===== src/rtl/scr_stack_pkg.sv =====
// Shared types and default widths for the scratch-RAM stack controller.
package scr_stack_pkg;

  localparam int DEF_ADDR_W = 8;
  localparam int DEF_DATA_W = 10;
  localparam int DEF_REG_W  = 8;

  typedef enum logic [1:0] {
    IDLE = 2'd0,
    RD   = 2'd1,
    RET  = 2'd2
  } state_t;

  typedef enum logic {
    TGT_REG = 1'b0,
    TGT_PC  = 1'b1
  } tgt_t;

endpackage


===== src/rtl/scr_stack_occ.sv =====
// Stack occupancy tracker and sticky overflow/underflow/misuse flag.
// Only instantiated when SCR_STACK_CHK_EN is defined.
module scr_stack_occ
  import scr_stack_pkg::*;
#(
  parameter int ADDR_W = DEF_ADDR_W
) (
  input  logic              i_clk,
  input  logic              i_rst,
  input  logic              i_push,
  input  logic              i_pop,
  input  logic              i_sp_ld,
  input  logic [ADDR_W-1:0] i_sp_din,
  input  logic              i_req_busy,
  output logic              o_stk_err
);

  localparam logic [ADDR_W:0] OCC_FULL = {1'b1, {ADDR_W{1'b0}}};
  localparam logic [ADDR_W:0] OCC_ONE  = (ADDR_W+1)'(1);
  localparam logic [ADDR_W:0] OCC_ZERO = '0;

  logic [ADDR_W:0] r_occ;
  logic            r_err;

  always_ff @(posedge i_clk) begin
    if (i_rst) begin
      r_occ <= OCC_ZERO;
      r_err <= 1'b0;
    end else begin
      // Depth implied by a loaded SP: the stack is empty at SP=0 and grows down.
      if (i_sp_ld)
        r_occ <= {1'b0, {ADDR_W{1'b0}} - i_sp_din};
      else if (i_push)
        r_occ <= r_occ + OCC_ONE;
      else if (i_pop)
        r_occ <= r_occ - OCC_ONE;

      if ((i_push && r_occ == OCC_FULL) || (i_pop && r_occ == OCC_ZERO) || i_req_busy)
        r_err <= 1'b1;
    end
  end

  assign o_stk_err = r_err;

endmodule


===== src/rtl/scr_stack_ctrl.sv =====
// Scratch-RAM stack controller: SP ownership, push writes, pop read sequencing.
// Optional depth checking is enabled by defining SCR_STACK_CHK_EN.
module scr_stack_ctrl
  import scr_stack_pkg::*;
#(
  parameter int ADDR_W = DEF_ADDR_W,
  parameter int DATA_W = DEF_DATA_W,
  parameter int REG_W  = DEF_REG_W
) (
  input  logic              CLK,
  input  logic              RST,
  input  logic              PUSH,
  input  logic              POP_REG,
  input  logic              POP_PC,
  input  logic              SP_LD,
  input  logic [ADDR_W-1:0] SP_DIN,
  input  logic [DATA_W-1:0] SCR_DOUT,
  output logic [ADDR_W-1:0] SCR_ADDR,
  output logic              SCR_WE,
  output logic [ADDR_W-1:0] SP_OUT,
  output logic [REG_W-1:0]  REG_DATA,
  output logic              REG_VALID,
  output logic [DATA_W-1:0] PC_DATA,
  output logic              PC_VALID,
  output logic              BUSY,
  output logic              STK_ERR
);

  localparam logic [ADDR_W-1:0] SP_ONE = ADDR_W'(1);

  state_t            r_state;
  state_t            w_state_next;
  tgt_t              r_tgt;
  tgt_t              w_pop_tgt;
  logic [ADDR_W-1:0] r_sp;
  logic [ADDR_W-1:0] r_addr;
  logic [REG_W-1:0]  r_reg_data;
  logic [DATA_W-1:0] r_pc_data;
  logic              w_idle;
  logic              w_sp_ld;
  logic              w_push;
  logic              w_pop;

  // Accepted requests after priority resolution; RST masks them so no write escapes.
  assign w_idle    = (r_state == IDLE);
  assign w_sp_ld   = w_idle && !RST && SP_LD;
  assign w_push    = w_idle && !RST && !SP_LD && PUSH;
  assign w_pop     = w_idle && !RST && !SP_LD && !PUSH && (POP_PC || POP_REG);
  assign w_pop_tgt = POP_PC ? TGT_PC : TGT_REG;

  always_ff @(posedge CLK) begin
    if (RST) r_state <= IDLE;
    else     r_state <= w_state_next;
  end

  always_comb begin
    w_state_next = r_state;
    case (r_state)
      IDLE:    if (w_pop) w_state_next = RD;
      RD:      w_state_next = RET;
      RET:     w_state_next = IDLE;
      default: w_state_next = IDLE;
    endcase
  end

  always_comb begin
    SCR_ADDR  = r_sp;
    SCR_WE    = 1'b0;
    BUSY      = 1'b0;
    REG_VALID = 1'b0;
    PC_VALID  = 1'b0;
    case (r_state)
      IDLE: begin
        if (w_push) begin
          SCR_ADDR = r_sp - SP_ONE;
          SCR_WE   = 1'b1;
        end
      end
      RD: begin
        SCR_ADDR = r_addr;
        BUSY     = 1'b1;
      end
      RET: begin
        SCR_ADDR  = r_addr;
        BUSY      = 1'b1;
        REG_VALID = (r_tgt == TGT_REG);
        PC_VALID  = (r_tgt == TGT_PC);
      end
      default: ;
    endcase
  end

  always_ff @(posedge CLK) begin
    if (RST) begin
      r_sp       <= '0;
      r_addr     <= '0;
      r_tgt      <= TGT_REG;
      r_reg_data <= '0;
      r_pc_data  <= '0;
    end else begin
      if (w_sp_ld)
        r_sp <= SP_DIN;
      else if (w_push)
        r_sp <= r_sp - SP_ONE;
      else if (r_state == RD)
        r_sp <= r_sp + SP_ONE;

      if (w_pop) begin
        r_addr <= r_sp;
        r_tgt  <= w_pop_tgt;
      end

      if (r_state == RD) begin
        r_reg_data <= SCR_DOUT[REG_W-1:0];
        r_pc_data  <= SCR_DOUT;
      end
    end
  end

  assign SP_OUT   = r_sp;
  assign REG_DATA = r_reg_data;
  assign PC_DATA  = r_pc_data;

`ifdef SCR_STACK_CHK_EN
  logic w_req_busy;
  logic w_stk_err;

  assign w_req_busy = !w_idle && (PUSH || POP_REG || POP_PC || SP_LD);

  scr_stack_occ #(
    .ADDR_W(ADDR_W)
  ) u_occ (
    .i_clk     (CLK),
    .i_rst     (RST),
    .i_push    (w_push),
    .i_pop     (w_pop),
    .i_sp_ld   (w_sp_ld),
    .i_sp_din  (SP_DIN),
    .i_req_busy(w_req_busy),
    .o_stk_err (w_stk_err)
  );

  assign STK_ERR = w_stk_err;
`else
  assign STK_ERR = 1'b0;
`endif

endmodule


===== config.mk =====
export PLATFORM = sky130hd
export DESIGN_NAME = scr_stack_ctrl
export DESIGN_NICKNAME = d
export VERILOG_FILES = /design/src/rtl/scr_stack_pkg.sv /design/src/rtl/scr_stack_occ.sv /design/src/rtl/scr_stack_ctrl.sv
export SDC_FILE = /design/constraint.sdc
export NUM_CORES = 1
export LEC_CHECK = 0
export BUFFER_PORTS_ARGS = -buffer_cell sky130_fd_sc_hd__buf_2
export CORE_ASPECT_RATIO = 1.1
export CORE_MARGIN = 3
export CORE_UTILIZATION = 30
export CTS_CLUSTER_DIAMETER = 150
export DETAILED_ROUTE_END_ITERATION = 10
export GPL_TIMING_DRIVEN = 0
export PLACE_DENSITY = 0.55
export SLEW_MARGIN = 5
export SYNTH_ARGS = -nofsm -noshare
export SYNTH_HDL_FRONTEND = slang
export SYNTH_HIERARCHICAL = 1
export SYNTH_SLANG_ARGS = --single-unit

===== constraint.sdc =====
create_clock -name CLK -period 6 [get_ports CLK]
set_input_delay 1.2 -clock CLK [delete_from_list [all_inputs] [get_ports CLK]]
set_output_delay 1.2 -clock CLK [all_outputs]
set_load 0.02 [all_outputs]

## Word level (Yosys, flattened, before mapping)

Index checks and enable logic that the tools add are counted.

| storage, ports and cells | value |
|---|---|
| register bits | 37 |
| input port bits | 24 |
| output and inout bits | 39 |
| logic and storage cells | 38 |

| operators by class | value |
|---|---|
| $add $sub $neg | 2 |
| equality and inequality tests | 3 |
| mux-type cells | 13 |
| bitwise logic cells | 1 |
| reductions and logical operators | 13 |

Operators by type and width:

| cell | count |
|---|---|
| two-way mux 8 bit | 4 |
| case mux 8 bit (2 select lines) | 1 |
| adder 8 x 1 -> 8 bit, second input constant | 1 |
| subtractor 8 x 1 -> 8 bit, second input constant | 1 |
| logical AND 1 bit | 6 |
| two-way mux 1 bit | 6 |
| case mux 2 bit (2 select lines) | 1 |
| zero test 1 bit | 3 |
| nonzero test 3 bit | 1 |
| == test 2 x 1 -> 1 bit, second input constant | 1 |
| == test 2 bit, second input constant | 1 |
| zero test 2 bit | 1 |
| two-way mux 2 bit | 1 |
| != test 2 x 1 -> 1 bit, second input constant | 1 |
| OR reduction 2 bit | 1 |
| logical OR 1 bit | 1 |
| NOT 1 bit | 1 |

## Longest topological paths before layout

Gate-level depths: netlist of the first run.

| logic depth | value |
|---|---|
| depth in word-level cells | 7 |
| gate-level depth with buffers | 10 |
| gate-level depth less buffers | 8 |

## Worst setup path before layout of the first run

Ideal clock, no wire load.

| timing path | value |
|---|---|
| path kind | input to output |
| from | input port RST |
| to | output port SCR_ADDR[6] |
| data arrival time | 2.614 ns |
| required time | 4.800 ns |
| slack | 2.186 ns |
| cell stages on the path | 4 |
| path buffers | 2 |
| path through | nand4bb_1 -> buf_6 -> clkbuf_1 -> o311ai_0 |

| on the way | value |
|---|---|
| longest elaborated chain between the ends | 6 |

RTL lines:

| element | RTL line | text |
|---|---|---|
| from (decl) | scr_stack_ctrl.sv:11 | `input logic RST,` |
| zero test 1 bit | scr_stack_ctrl.sv:47 | `assign w_push = w_idle && !RST && !SP_LD && PUSH;` |
| logical AND 1 bit (3 in a row) | scr_stack_ctrl.sv:47 |  |
| two-way mux 8 bit | scr_stack_ctrl.sv:74 | `if (w_push) begin` |
| case mux 8 bit (2 select lines) | scr_stack_ctrl.sv:72 | `case (r_state)` |
| to (decl) | scr_stack_ctrl.sv:18 | `output logic [ADDR_W-1:0] SCR_ADDR,` |

Every way passes these cells.

## Worst setup path in the final report of the first run

| timing path | value |
|---|---|
| from | input port SP_LD |
| to | output port SCR_ADDR[0] |

| on the way | value |
|---|---|
| longest elaborated chain between the ends | 5 |

RTL lines:

| element | RTL line | text |
|---|---|---|
| from (decl) | scr_stack_ctrl.sv:15 | `input logic SP_LD,` |
| zero test 1 bit | scr_stack_ctrl.sv:47 |  |
| logical AND 1 bit (2 in a row) | scr_stack_ctrl.sv:47 |  |
| two-way mux 8 bit | scr_stack_ctrl.sv:74 |  |
| case mux 8 bit (2 select lines) | scr_stack_ctrl.sv:72 |  |

Every way passes these cells.

==> results.json, run 1 <==
{
  "grt_max_degree": 11,
  "hold_viol": 0,
  "grt_setup_unrepaired": "no",
  "via_count": 1774,
  "nets": 320,
  "synth_top_area_frac": 0.319,
  "synthTopCellsByArea": "dfxtp_1, mux2i_1, nor2_1",
  "clockBufferDepth": 2,
  "crit_required_ps": 4800,
  "gr-total-overflow": 0,
  "postPlaceCellArea_mm2": 0.00222,
  "synth_area_per_cell_um2": 8.31,
  "timing.setup.tns_ps": 0,
  "clock-sinks": 29,
  "initial_utilization": 0.313,
  "netlist_instances": 219,
  "timing.final.crit_period_ps": 4060,
  "ctsHoldBuffers": 0,
  "ir_drop_mv": 0.171,
  "max_freq_ghz": 0.246,
  "clk_pin_slew_worst_paths_ps": 60,
  "hold_path.class": "reg2reg",
  "slew_headroom": 0.518,
  "drive_gt1_frac": 0.302,
  "pre_cts_slack_ps": 1940,
  "drt_first_pass_iters": 4,
  "syn_nets": 252,
  "grt_pass1_vias": 1718,
  "fin_ws_ps": 1940,
  "end_kind": "output port",
  "finalInstanceArea_mm2": 0.00232,
  "post_cts_resized": 0,
  "yosysWarnings": 6,
  "power_mw": 1.07,
  "worstSkewPairLatency_ps": 290,
  "period_share": 0.677,
  "tightest_slew_ps": 718,
  "route.detailed.drc": 0,
  "critical_path.max_fanout": 10,
  "die_area_mm2": 0.00704,
  "drv_cap": 0,
  "root_buffer": "clkbuf_8",
  "routed_via_density": 4.86,
  "yosys_most_used_dff": "dfxtp_1",
  "hpwl_um": 3700,
  "diodes": 0,
  "p_per_area_mw_per_mm2": 460,
  "synth_common_cells": "nor2_1, dfxtp_1, mux2i_1, inv_1, o21ai_0",
  "cts_tree": "yes",
  "synth_edf_count": 0,
  "instances_no_fill": 365,
  "critPathArrivalTime_ps": 2860,
  "startpoint_type": "input port",
  "synthToLayoutAreaGrowth_pct": 27.6,
  "post_cts_buffers": 0,
  "synthMostInstantiatedCell": "nor2_1",
  "synthesis.area_mm2": 0.00182,
  "dpl.cell_count": 357,
  "ys_seq_area_frac": 0.319,
  "yosysTopAreaCell": "dfxtp_1",
  "groute.usage.overall": 0.147,
  "status": "finished clean",
  "antenna_found_initial": 0,
  "num_rows": 29,
  "numPortBuffers": 61,
  "htreeDepth": 2,
  "gp_congestion": 0.794,
  "drt_iter0_markers": 111,
  "leakagePower_nw": 1.08,
  "drv_slew": 0,
  "ys_types": 50,
  "die_x_um": 80.3,
  "grt_pass1_wl_um": 8070,
  "skew_ps": 6.61,
  "ys_ff_latch": 29,
  "routed_wl_um": 4890,
  "die-height_um": 87.7,
  "setup_viol": 0,
  "synthArstFlopShare": 0,
  "wire_per_inst_um": 13.4,
  "cts_buffers": 5,
  "ios": 63,
  "antenna_left": 0,
  "path_class": "in2out",
  "core_area_mm2": 0.00581
}
## critical path, stage by stage
cell       delay, ps
buf_2            130
nand4bb_1        150
buf_6            170
clkbuf_1         390
ha_1             330
a221oi_1         240
a21oi_1           90
buf_2            180
## cells by family (layout without fill, tap and decap cells)
family,after synthesis,in the layout,synth area share
AO/OA/AOI/OAI,41,41,0.150
XOR/XNOR,2,2,0.00963
adder cells (fa/ha/maj),9,9,0.0619
buffers and inverters,38,107,0.106
flip-flops,29,29,0.319
multiplexers,25,25,0.139
other,1,1,0.00206
AND/OR/NAND/NOR,74,74,0.213
## routing by layer
| layer | routed length (µm) | track usage |
|---|---|---|
| met5 | 0 | 0 |
| met4 | 63 | 0.0507 |
| met3 | 394 | 0.0484 |
| met2 | 2250 | 0.247 |
| met1 | 2180 | 0.176 |
## stage by stage
stage          hold slack [ps]  utilization
6_report                   492        0.400
5_1_grt                    516        0.400
2_1_floorplan              460            -
3_3_place_gp               468        0.383
4_1_cts                    498        0.400
3_5_place_dp               481        0.383
## flip-flops by register name, indices dropped and copies added (netlist names)
name	cells
r_state	2
PC_DATA	3
REG_DATA	7
r_tgt	1
SP_OUT	8
r_addr	8
## power by group
part / switching, mW / leakage (nW) / internal [mW] / total, mW
logic: 0.372 / 0.794 / 0.231 / 0.603
clock network: 0.0789 / 0.0542 / 0.104 / 0.182
registers: 0.0461 / 0.236 / 0.236 / 0.282
## placed cells by master (no fill, tap or decap), drive strengths merged, types with 2 or more instances in the layout
cell,synthesis,routed
a211oi,4,4
a21oi,6,6
a32oi,4,4
and3,6,6
and3b,2,2
and4,4,4
buf,14,75
clkbuf,10,17
dfxtp,29,29
ha,9,9
inv,14,14
mux2,2,2
mux2i,23,23
nand2,5,5
nand3,3,3
nand3b,2,2
nand4,2,2
nor2,34,34
nor3,4,4
nor3b,2,2
nor4,3,3
o21ai,12,12
o22ai,3,3
xnor2,2,2
## path summary, 6_finish.rpt
| kind | startpoint | to | slack, ps | depth (start not counted) |
|---|---|---|---|---|
| hold / removal | r_addr[6] | r_addr[6] | 490 | 2 |
| setup / recovery | SP_LD | SCR_ADDR[0] | 1940 | 8 |
| hold reg to reg | r_addr[6] | r_addr[6] | 490 | 2 |
| setup reg to reg | r_state[0] | SP_OUT[0] | 3800 | 10 |
## final cells by class
class / count / area, µm²
Buffer: 24 / 138
Clock buffer: 7 / 96.3
Clock inverter: 1 / 5.00
Fill cell: 625 / 3480
Inverter: 14 / 55.1
Multi-Input combinational cell: 152 / 1050
Sequential cell: 29 / 581
Tap cell: 77 / 96.3
Timing Repair Buffer: 61 / 305
Note: power is estimated with default switching activity, not from simulation.
==> run 2, diff against run 1 <==
--- a/config.mk
+++ b/config.mk
@@ -5,6 +5,7 @@
 export SDC_FILE = /design/constraint.sdc
 export NUM_CORES = 1
 export LEC_CHECK = 0
+export ABC_AREA = 1
 export BUFFER_PORTS_ARGS = -buffer_cell sky130_fd_sc_hd__buf_2
 export CORE_ASPECT_RATIO = 1.1
 export CORE_MARGIN = 3
@@ -12,7 +13,7 @@
 export CTS_CLUSTER_DIAMETER = 150
 export DETAILED_ROUTE_END_ITERATION = 10
 export GPL_TIMING_DRIVEN = 0
-export PLACE_DENSITY = 0.55
+export PLACE_DENSITY = 0.57
 export SLEW_MARGIN = 5
 export SYNTH_ARGS = -nofsm -noshare
 export SYNTH_HDL_FRONTEND = slang
==> constraint.sdc (replaced) <==
create_clock -name CLK -period 3.35 [get_ports CLK]
set_input_delay 0.67 -clock CLK [delete_from_list [all_inputs] [get_ports CLK]]
set_output_delay 0.67 -clock CLK [all_outputs]
set_load 0.02 [all_outputs]
==> results.json, run 2 <==
{
  "status": "finished clean",
  "gp_congestion": 0.877,
  "initial_utilization": 0.321,
  "yosysWarnings": 6,
  "htreeDepth": 2,
  "numPortBuffers": 61,
  "skew_ps": 1.22,
  "ios": 63,
  "via_count": 2068,
  "hold_viol": 0,
  "nets": 395,
  "grt_setup_unrepaired": "no",
  "timing.final.crit_period_ps": 2800,
  "path_class": "reg2out",
  "timing.setup.tns_ps": 0,
  "cts_buffers": 5,
  "final_common_cell": "buf_2",
  "setup_viol": 0,
  "clk_pin_slew_worst_paths_ps": 60,
  "ys_types": 30,
  "period_share": 0.836,
  "groute.usage.overall": 0.155,
  "critical_path.max_fanout": 9,
  "core_area_mm2": 0.00599,
  "startpoint_type": "flop",
  "ir_drop_mv": 0.360,
  "p_per_area_mw_per_mm2": 957,
  "n_fill_cell": 666,
  "hold_path.class": "reg2reg",
  "synth_edf_count": 0,
  "antenna_left": 0,
  "dpl.cell_count": 432,
  "gr-total-overflow": 0,
  "grt_pass1_wl_um": 9270,
  "die-height_um": 89.9,
  "routed_wl_um": 5370,
  "worstSkewPairLatency_ps": 280,
  "drt_iter0_markers": 113,
  "synth_common_cells": "nand2_1, nor2_1, o21ai_0, dfxtp_1, inv_1",
  "route.detailed.drc": 0,
  "crit_required_ps": 2680,
  "drt_first_pass_iters": 4,
  "synth_area_per_cell_um2": 6.54,
  "final_cell_mix": "buf_2, nand2_1, nor2_1",
  "leakagePower_nw": 1.31,
  "ctsHoldBuffers": 0,
  "synthTopCellsByArea": "dfxtp_1, nand2_1, nor2_1",
  "synthesis.area_mm2": 0.00192,
  "netlist_instances": 294,
  "root_buffer": "clkbuf_8",
  "post_cts_buffers": 0,
  "yosys_most_used_dff": "dfxtp_1",
  "grt_pass1_vias": 2046,
  "synthArstFlopShare": 0,
  "drv_cap": 0,
  "wire_per_inst_um": 12.2,
  "cts_tree": "yes",
  "post_cts_resized": 0,
  "critPathArrivalTime_ps": 2130,
  "end_kind": "output port",
  "syn_nets": 327,
  "yosysTopAreaCell": "dfxtp_1",
  "synth_top_area_frac": 0.302,
  "clock-sinks": 29,
  "drive_gt1_frac": 0.273,
  "hpwl_um": 4150,
  "synthToLayoutAreaGrowth_pct": 26.2,
  "clockBufferDepth": 2,
  "ys_seq_area_frac": 0.302,
  "die_area_mm2": 0.00740,
  "antenna_found_initial": 0,
  "grt_max_degree": 11,
  "synthMostInstantiatedCell": "nand2_1",
  "max_freq_ghz": 0.357,
  "routed_via_density": 4.70,
  "drv_slew": 0,
  "num_rows": 29,
  "ys_ff_latch": 29,
  "die_x_um": 82.3,
  "instances_no_fill": 440,
  "diodes": 0
}
## run 2: cell count changes after synthesis, moves of 4 or more
| cell | delta |
|---|---|
| a211oi_1 | -4 |
| a21oi_1 | +16 |
| a32oi_1 | -4 |
| and3_1 | -6 |
| clkbuf_1 | -4 |
| inv_1 | +16 |
| mux2i_1 | -23 |
| nand2_1 | +52 |
| nand3_1 | +14 |
| nor2_1 | +14 |
| nor3_1 | -4 |
| o21ai_0 | +23 |
## run 2: cell type report
type	instances	area, µm²	share of cell area
Buffer	22	140	0.0578
Tap cell	77	96.3	0.0397
Multi-Input combinational cell	210	1070	0.441
Sequential cell	29	581	0.239
Clock inverter	1	5.00	0.00206
Inverter	33	131	0.0542
Timing Repair Buffer	61	305	0.126
Clock buffer	7	96.3	0.0397
## run 2: stage by stage
step	power [mW]	worst slack (ps)	utilization	hold slack (ps)	area, µm²
after floorplan	1.60	938	-	452	1920
after global placement	2.00	627	0.388	471	2320
after detailed placement	2.01	618	0.388	477	2320
after CTS	2.35	526	0.405	487	2420
after global routing	2.56	321	0.405	528	2420
final	2.32	549	0.405	485	2420
## run 2: worst max-delay path, stage by stage, from the launching register on
cell and delay (ps):
dfxtp_1 340, inv_1 120, ha_1 330, nand3_4 140, inv_4 110, nand2_8 80, ha_1 280, nand2_1 50
a22oi_1 200, buf_2 200
## run 2: routing by layer
metal,vias to the layer above,part of all wire,GRT usage
met5,-,0,0
met1,943,0.44,0.196
met4,0,0.011,0.0443
li1,1064,-,-
met3,7,0.071,0.0410
met2,54,0.48,0.253
## run 2: cell families (layout without fill, tap and decap cells)
family,count (synthesis),count (layout),synth area share
AOI/OAI and AO/OA,63,63,0.171
xor gates and xnor gates,3,3,0.0137
adders and majority gates,9,9,0.0586
buffers and inverters,55,124,0.141
DFF,29,29,0.302
other,1,1,0.00195
and+or+nand+nor,134,134,0.312
## run 2: final timing paths
check                      to       start  slack (ps)  depth (start not counted)
setup reg to reg    SP_OUT[0]  r_state[0]        1570                         10
hold reg to reg         r_tgt       r_tgt         490                          2
hold / removal          r_tgt       r_tgt         490                          2
setup / recovery  SCR_ADDR[0]  r_state[0]         550                          9
## run 2: power by group
part	total, mW	leakage [nW]	internal [mW]	switching (mW)
Clock	0.323	0.0542	0.185	0.138
Combinational	1.46	1.02	0.500	0.964
Sequential	0.533	0.238	0.452	0.0811
